--- src/rtl/alu_operand_regfile_if.sv ---
// Handshake and data bundle for the ALU operand-fetch/writeback stage.
// "slave" is the stage's view; "master" is the view of the environment that
// drives instructions in and provides the ALU result and flags.
interface alu_operand_regfile_if #(
    parameter int unsigned NREGS = 4,
    parameter int unsigned WIDTH = 8
);
    localparam int unsigned RW = $clog2(NREGS);

    // Instruction side
    logic             in_valid;
    logic             in_ready;
    logic [1:0]       in_op;
    logic [RW-1:0]    in_rd;
    logic [RW-1:0]    in_rs1;
    logic [RW-1:0]    in_rs2;
    logic [3:0]       in_imm;
    logic             in_use_imm;

    // ALU side
    logic             alu_valid;
    logic             alu_ready;
    logic [WIDTH-1:0] alu_a;
    logic [WIDTH-1:0] alu_b;
    logic [1:0]       alu_op;
    logic [WIDTH-1:0] alu_r;
    logic [5:0]       alu_flags;

    // Status and debug
    logic [5:0]       flags;
    logic [RW-1:0]    dbg_sel;
    logic [WIDTH-1:0] dbg_data;

    modport slave (
        input  in_valid, in_op, in_rd, in_rs1, in_rs2, in_imm, in_use_imm,
        output in_ready,
        input  alu_ready, alu_r, alu_flags,
        output alu_valid, alu_a, alu_b, alu_op,
        output flags,
        input  dbg_sel,
        output dbg_data
    );

    modport master (
        output in_valid, in_op, in_rd, in_rs1, in_rs2, in_imm, in_use_imm,
        input  in_ready,
        output alu_ready, alu_r, alu_flags,
        input  alu_valid, alu_a, alu_b, alu_op,
        input  flags,
        output dbg_sel,
        input  dbg_data
    );
endinterface

--- src/rtl/alu_operand_regfile.sv ---
// Operand-fetch/writeback stage in front of the 8-bit ALU.
// Holds a small register file (reg 0 reads as zero), registers operands and
// opcode for the ALU in a single-entry pipeline register, and writes the
// ALU result/flags back on commit.
// Optional feature macro: ALU_FWD_EN
//   defined   : a read of the register being committed this cycle is bypassed
//               from alu_r, so back-to-back dependent instructions never stall.
//   undefined : such a read stalls the instruction for one cycle so it reads
//               the updated register file.
module alu_operand_regfile #(
    parameter int unsigned NREGS = 4,
    parameter int unsigned WIDTH = 8
) (
    input  logic                   clk,
    input  logic                   reset,
    alu_operand_regfile_if.slave   bus
);
    localparam int unsigned RW = $clog2(NREGS);

    logic [WIDTH-1:0] regs_q [NREGS];
    logic [WIDTH-1:0] regs_d [NREGS];
    logic             alu_valid_q, alu_valid_d;
    logic [WIDTH-1:0] alu_a_q, alu_a_d;
    logic [WIDTH-1:0] alu_b_q, alu_b_d;
    logic [1:0]       alu_op_q, alu_op_d;
    logic [RW-1:0]    rd_q, rd_d;
    logic [5:0]       flags_q, flags_d;

    logic             commit;
    logic             accept;
    logic             in_ready;
    logic             hit_a;
    logic             hit_b;
    logic [WIDTH-1:0] imm_sext;
    logic [WIDTH-1:0] opnd_a;
    logic [WIDTH-1:0] opnd_b;

    // Handshake: commit/accept decisions and dependency detection against the committing rd
    always_comb begin
        commit = alu_valid_q && bus.alu_ready;
        hit_a  = commit && (rd_q != '0) && (rd_q == bus.in_rs1);
        hit_b  = commit && (rd_q != '0) && !bus.in_use_imm && (rd_q == bus.in_rs2);
`ifdef ALU_FWD_EN
        in_ready = !alu_valid_q || bus.alu_ready;
`else
        in_ready = (!alu_valid_q || bus.alu_ready) && !(hit_a || hit_b);
`endif
        accept = bus.in_valid && in_ready;
    end

    // Operand selection: reg 0 is zero, B optionally the sign-extended immediate
    always_comb begin
        imm_sext = {{(WIDTH-4){bus.in_imm[3]}}, bus.in_imm};
        opnd_a   = (bus.in_rs1 == '0) ? '0 : regs_q[bus.in_rs1];
        opnd_b   = (bus.in_rs2 == '0) ? '0 : regs_q[bus.in_rs2];
`ifdef ALU_FWD_EN
        if (hit_a) begin
            opnd_a = bus.alu_r;
        end
        if (hit_b) begin
            opnd_b = bus.alu_r;
        end
`endif
        if (bus.in_use_imm) begin
            opnd_b = imm_sext;
        end
    end

    // Next state: writeback on commit, then load of a new instruction on accept
    // (accept is applied last so a same-cycle accept keeps alu_valid set)
    always_comb begin
        regs_d      = regs_q;
        alu_valid_d = alu_valid_q;
        alu_a_d     = alu_a_q;
        alu_b_d     = alu_b_q;
        alu_op_d    = alu_op_q;
        rd_d        = rd_q;
        flags_d     = flags_q;
        if (commit) begin
            if (rd_q != '0) begin
                regs_d[rd_q] = bus.alu_r;
            end
            flags_d     = bus.alu_flags;
            alu_valid_d = 1'b0;
        end
        if (accept) begin
            alu_valid_d = 1'b1;
            alu_a_d     = opnd_a;
            alu_b_d     = opnd_b;
            alu_op_d    = bus.in_op;
            rd_d        = bus.in_rd;
        end
    end

    // State registers with synchronous active-high reset discarding pipeline content
    always_ff @(posedge clk) begin
        if (reset) begin
            for (int unsigned i = 0; i < NREGS; i++) begin
                regs_q[i] <= '0;
            end
            alu_valid_q <= 1'b0;
            alu_a_q     <= '0;
            alu_b_q     <= '0;
            alu_op_q    <= '0;
            rd_q        <= '0;
            flags_q     <= '0;
        end else begin
            for (int unsigned i = 0; i < NREGS; i++) begin
                regs_q[i] <= regs_d[i];
            end
            alu_valid_q <= alu_valid_d;
            alu_a_q     <= alu_a_d;
            alu_b_q     <= alu_b_d;
            alu_op_q    <= alu_op_d;
            rd_q        <= rd_d;
            flags_q     <= flags_d;
        end
    end

    assign bus.in_ready  = in_ready;
    assign bus.alu_valid = alu_valid_q;
    assign bus.alu_a     = alu_a_q;
    assign bus.alu_b     = alu_b_q;
    assign bus.alu_op    = alu_op_q;
    assign bus.flags     = flags_q;
    assign bus.dbg_data  = (bus.dbg_sel == '0) ? '0 : regs_q[bus.dbg_sel];
endmodule

--- src/flat_wrapper.sv ---
// flat-port wrapper written by rule: the top's interface ports become plain ports
module alu_operand_regfile_flat 
#(
    parameter int unsigned NREGS = 4,
    parameter int unsigned WIDTH = 8
)
  (clk, reset, bus_in_valid, bus_in_op, bus_in_rd, bus_in_rs1, bus_in_rs2, bus_in_imm, bus_in_use_imm, bus_in_ready, bus_alu_ready, bus_alu_r, bus_alu_flags, bus_alu_valid, bus_alu_a, bus_alu_b, bus_alu_op, bus_flags, bus_dbg_sel, bus_dbg_data);
  alu_operand_regfile_if #(.NREGS(NREGS), .WIDTH(WIDTH)) bus_i ();
  input  logic clk;
  input  logic reset;
  input wire logic [$bits(bus_i.in_valid)-1:0] bus_in_valid;
  input wire logic [$bits(bus_i.in_op)-1:0] bus_in_op;
  input wire logic [$bits(bus_i.in_rd)-1:0] bus_in_rd;
  input wire logic [$bits(bus_i.in_rs1)-1:0] bus_in_rs1;
  input wire logic [$bits(bus_i.in_rs2)-1:0] bus_in_rs2;
  input wire logic [$bits(bus_i.in_imm)-1:0] bus_in_imm;
  input wire logic [$bits(bus_i.in_use_imm)-1:0] bus_in_use_imm;
  output wire logic [$bits(bus_i.in_ready)-1:0] bus_in_ready;
  input wire logic [$bits(bus_i.alu_ready)-1:0] bus_alu_ready;
  input wire logic [$bits(bus_i.alu_r)-1:0] bus_alu_r;
  input wire logic [$bits(bus_i.alu_flags)-1:0] bus_alu_flags;
  output wire logic [$bits(bus_i.alu_valid)-1:0] bus_alu_valid;
  output wire logic [$bits(bus_i.alu_a)-1:0] bus_alu_a;
  output wire logic [$bits(bus_i.alu_b)-1:0] bus_alu_b;
  output wire logic [$bits(bus_i.alu_op)-1:0] bus_alu_op;
  output wire logic [$bits(bus_i.flags)-1:0] bus_flags;
  input wire logic [$bits(bus_i.dbg_sel)-1:0] bus_dbg_sel;
  output wire logic [$bits(bus_i.dbg_data)-1:0] bus_dbg_data;
  assign bus_i.in_valid = bus_in_valid;
  assign bus_i.in_op = bus_in_op;
  assign bus_i.in_rd = bus_in_rd;
  assign bus_i.in_rs1 = bus_in_rs1;
  assign bus_i.in_rs2 = bus_in_rs2;
  assign bus_i.in_imm = bus_in_imm;
  assign bus_i.in_use_imm = bus_in_use_imm;
  assign bus_in_ready = bus_i.in_ready;
  assign bus_i.alu_ready = bus_alu_ready;
  assign bus_i.alu_r = bus_alu_r;
  assign bus_i.alu_flags = bus_alu_flags;
  assign bus_alu_valid = bus_i.alu_valid;
  assign bus_alu_a = bus_i.alu_a;
  assign bus_alu_b = bus_i.alu_b;
  assign bus_alu_op = bus_i.alu_op;
  assign bus_flags = bus_i.flags;
  assign bus_i.dbg_sel = bus_dbg_sel;
  assign bus_dbg_data = bus_i.dbg_data;
  alu_operand_regfile #(.NREGS(NREGS), .WIDTH(WIDTH)) u_core (.clk(clk), .reset(reset), .bus(bus_i));
endmodule
--- config.mk ---
export PLATFORM = sky130hd
export DESIGN_NAME = alu_operand_regfile_flat
export DESIGN_NICKNAME = d
export VERILOG_FILES = /design/src/rtl/alu_operand_regfile_if.sv /design/src/rtl/alu_operand_regfile.sv /design/src/flat_wrapper.sv
export SDC_FILE = /design/constraint.sdc
export NUM_CORES = 1
export LEC_CHECK = 0
export CORE_UTILIZATION = 49
export DETAILED_ROUTE_END_ITERATION = 8
export GPL_TIMING_DRIVEN = 0
export PLACE_DENSITY = 0.84
export SYNTH_ARGS = -nofsm -noshare
export SYNTH_HDL_FRONTEND = slang
export SYNTH_SLANG_ARGS = --single-unit
--- constraint.sdc ---
create_clock -name clk -period 2.3 [get_ports clk]
set_input_delay 0.23 -clock clk [delete_from_list [all_inputs] [get_ports clk]]
set_output_delay 0.23 -clock clk [all_outputs]
set_load 0.01 [all_outputs]
==> impl_metrics.csv <==
group,metric,value,unit
global_route,global_route.usage.total,0.239,
placed_design,dp_hpwl,4.97,mm
setup_path,cp-end-kind,"output port",
floorplanning,die-area,5730,um^2
timing,fin_ws,0.124,ns
logic_synthesis,synth_cell_type_count,34,
timing,hold_viol,0,
setup_path,worst_setup_path_start_kind,"register",
logic_synthesis,syn_avg_cell_area,8.96,um^2
placed_design,gp_routability_congestion,0.816,
timing,finClkSkew,0.00468,ns
clock_network,cts_made_buffers,5,
logic_synthesis,synth_fa_ha_area_frac,0,
finish,share_of_final_layout_standard_cells_stronger_than_drive_strength_1,0.143,
clock_network,clkTransAtPathRegs,0.09,ns
timing,final_period_demand_of_the_worst_path,2.18,ns
clock_network,tritoncts,"yes",
clock_network,cts_htree_levels,2,
logic_synthesis,netlist.area_leader.share,0.384,
logic_synthesis,yosys_warnings,0,
global_route,pin_count_of_the_biggest_net_entering_global_routing,15,
floorplanning,floorplan.die.width,75.7,um
clock_network,number_of_buffers_on_the_longest_clock_path,2,
logic_synthesis,syn-num-nets,330,
timing,worst_pin_slew,0.633,ns
logic_synthesis,synth_top_family_by_area,"compound AO/OA/AOI/OAI gates",
detailed_routing,firstDrtPassIters,4,
logic_synthesis,post_synth_main_area_contributors,"dfxtp_1 38%, mux2_2 10%, nand2_1 9.3%",
clock_network,cts_root_buffer,"clkbuf_8",
clock_network,ctsResizeCount,0,
timing,setup_failing_eps_final,0,
pwr,totalPowerFinal,1.90,mW
global_route,grt_pass1_wl,10.2,mm
logic_synthesis,post_synth_edffs,0,
logic_synthesis,synth.yosys.seq_area_share,0.384,
setup_path,cp_data_required_time,2.07,ns
placed_design,pre_cts_slack,0.0156,ns
clock_network,cts.hold.buffers_added,0,
logic_synthesis,ys.flop_type,"dfxtp_1",
logic_synthesis,synthMostInstantiatedCell,"nand2_1",
timing,max-slew-margin-rel,0.578,
floorplanning,die_height,75.7,um
detailed_routing,postRouteAntennaNets,0,
detailed_routing,detail_route.drc_violations,0,
timing,grt_setup_unrepaired,"false",
detailed_routing,dr.first_iter.drc_count,134,
placed_design,placement.io_buffers,59,
timing,tcrit_tclk_final,0.946,
global_route,first_global_vias,2202,
pwr,total_leakage_power,1.23,nW
clock_network,worst_skew_pair.late_latency,0.31,ns
pwr,power_per_cell_area,557,nW/um^2
floorplanning,fp.coreArea,5170,um^2
pwr,power.ir.vdd_worst,0.391,mV
setup_path,crit_fanout,10,
floorplanning,initial_utilization,0.514,
timing,highest_clock_frequency_the_design_can_meet,0.459,GHz
logic_synthesis,synthesis.area,2660,um^2
logic_synthesis,synth.area.mux_share,0.147,
setup_path,kind_of_critical_path,"reg2out",
logic_synthesis,synth.cells.most_frequent,"66 x nand2_1, 51 x dfxtp_1, 33 x a21oi_1",
outcome,outcome,"complete, no violations",
finish,area.growth.synth_to_final,28.4,%
floorplanning,rows,26,
logic_synthesis,yosys_register_bits,51,
logic_synthesis,compound_gate_fraction_of_synth_area,0.231,
finish,multiInputGateArea,1490,um^2
clock_network,cts_setup_buffers,0,
logic_synthesis,synthCells,297,
min_path,worst_hold_path_class,"in2reg",
timing,drv_slew,0,
detailed_routing,drt-wirelength-per-cell,15.0,um
logic_synthesis,netlist.top_cell.by_area,"dfxtp_1",
logic_synthesis,synth_xor_area_frac,0.0132,
floorplanning,floorplan.io_pins,67,
logic_synthesis,async_flop_share,0,
setup_path,signal_arrival_time_at_the_worst_endpoint,1.95,ns
flow_run,cap_violations,0,
finish,antenna_cells_inserted,0,
global_route,initial_antenna_violation_count,0,
finish,layout.filler_cells,439,
detailed_routing,via_density_per_instance,5.52,
finish,seqCellArea,1020,um^2
clock_network,clock_sink_count,51,
global_route,grt_remaining_overflow,0,
finish,fin_nets,395,
logic_synthesis,yosys.area_share.simple,0.169,
detailed_routing,postRouteWirelength,6.48,mm
detailed_routing,route.vias.total,2392,
[cells in the final DEF, fill, tap and decap left out, types with 4 or more instances in the layout]
master,synthesis,routed
a22oi_1,8,8
clkbuf_8,0,5
buf_2,5,5
nand2_1,66,66
a211oi_2,8,8
clkbuf_1,13,14
a21oi_1,33,33
mux2i_1,12,12
nand2b_1,17,17
a211oi_1,8,8
a221o_1,5,5
xor2_1,4,4
mux2_2,24,24
buf_6,4,4
a22o_1,8,8
clkdlybuf4s50_1,0,59
inv_1,4,4
dfxtp_1,51,51
[registers in the layout, summed over array words and instances, names as in the netlist]
signal and count:
u_core.regs_q 24, u_core.bus.alu_a 8, u_core.bus.alu_b 8, u_core.bus.flags 6, u_core.bus.alu_op 2, u_core.rd_q 2, u_core.bus.alu_valid 1
[layout make-up]
cell class / instances / share of cell area
Multi-Input combinational cell: 217 / 0.436
Buffer: 24 / 0.0381
Tap cell: 70 / 0.0256
Inverter: 4 / 0.00440
Clock buffer: 7 / 0.0223
Sequential cell: 51 / 0.299
Timing Repair Buffer: 59 / 0.173
Clock inverter: 1 / 0.00147
[cells by family after synthesis]
kind of cell / count (synthesis)
DFF: 51
muxes: 36
buffers and inverters: 29
and+or+nand+nor: 96
AOI/OAI and AO/OA: 81
xor gates and xnor gates: 4
[routing by layer]
layer  track usage  routed length (um)  vias up
met4        0.0844                  99        0
met1         0.292                2880     1127
met3        0.0489                 311        8
li1              -                   -     1181
met5             0                   0        -
met2         0.418                3190       76
[where the power goes]
part | internal, mW | leakage (nW) | switching, mW
clock | 0.214 | 0.0422 | 0.297
sequential | 0.930 | 0.415 | 0.0301
combinational | 0.224 | 0.776 | 0.209
[final timing paths]
path	endpoint	slack [ns]	cells past startpoint	startpoint
max reg2reg	u_core.bus.alu_op[0]	0.43	6	u_core.rd_q[0]
min	u_core.regs_q[21]	0.41	2	reset
min reg2reg	u_core.bus.flags[2]	0.46	2	u_core.bus.flags[2]
max	bus_in_ready	0.12	5	u_core.rd_q[0]
[worst max-delay path, cell delays in order (launching register included)]
cell	delay, ns
dfxtp_1	0.31
buf_2	0.21
xor2_1	0.23
o21ai_0	0.12
o211ai_1	0.19
clkdlybuf4s50_1	0.57
[metrics by stage]
step	area (um^2)	instances	hold WS [ns]	utilization	TNS (ns)
after floorplan	2660	297	0.366	-	0
after global placement	3340	426	0.442	0.645	-0.0374
after detailed placement	3340	426	0.446	0.645	0
after CTS	3420	433	0.410	0.660	0
after global routing	3420	433	0.441	0.660	0
final	3420	433	0.415	0.660	0
Note: power is estimated with default switching activity, not from simulation.
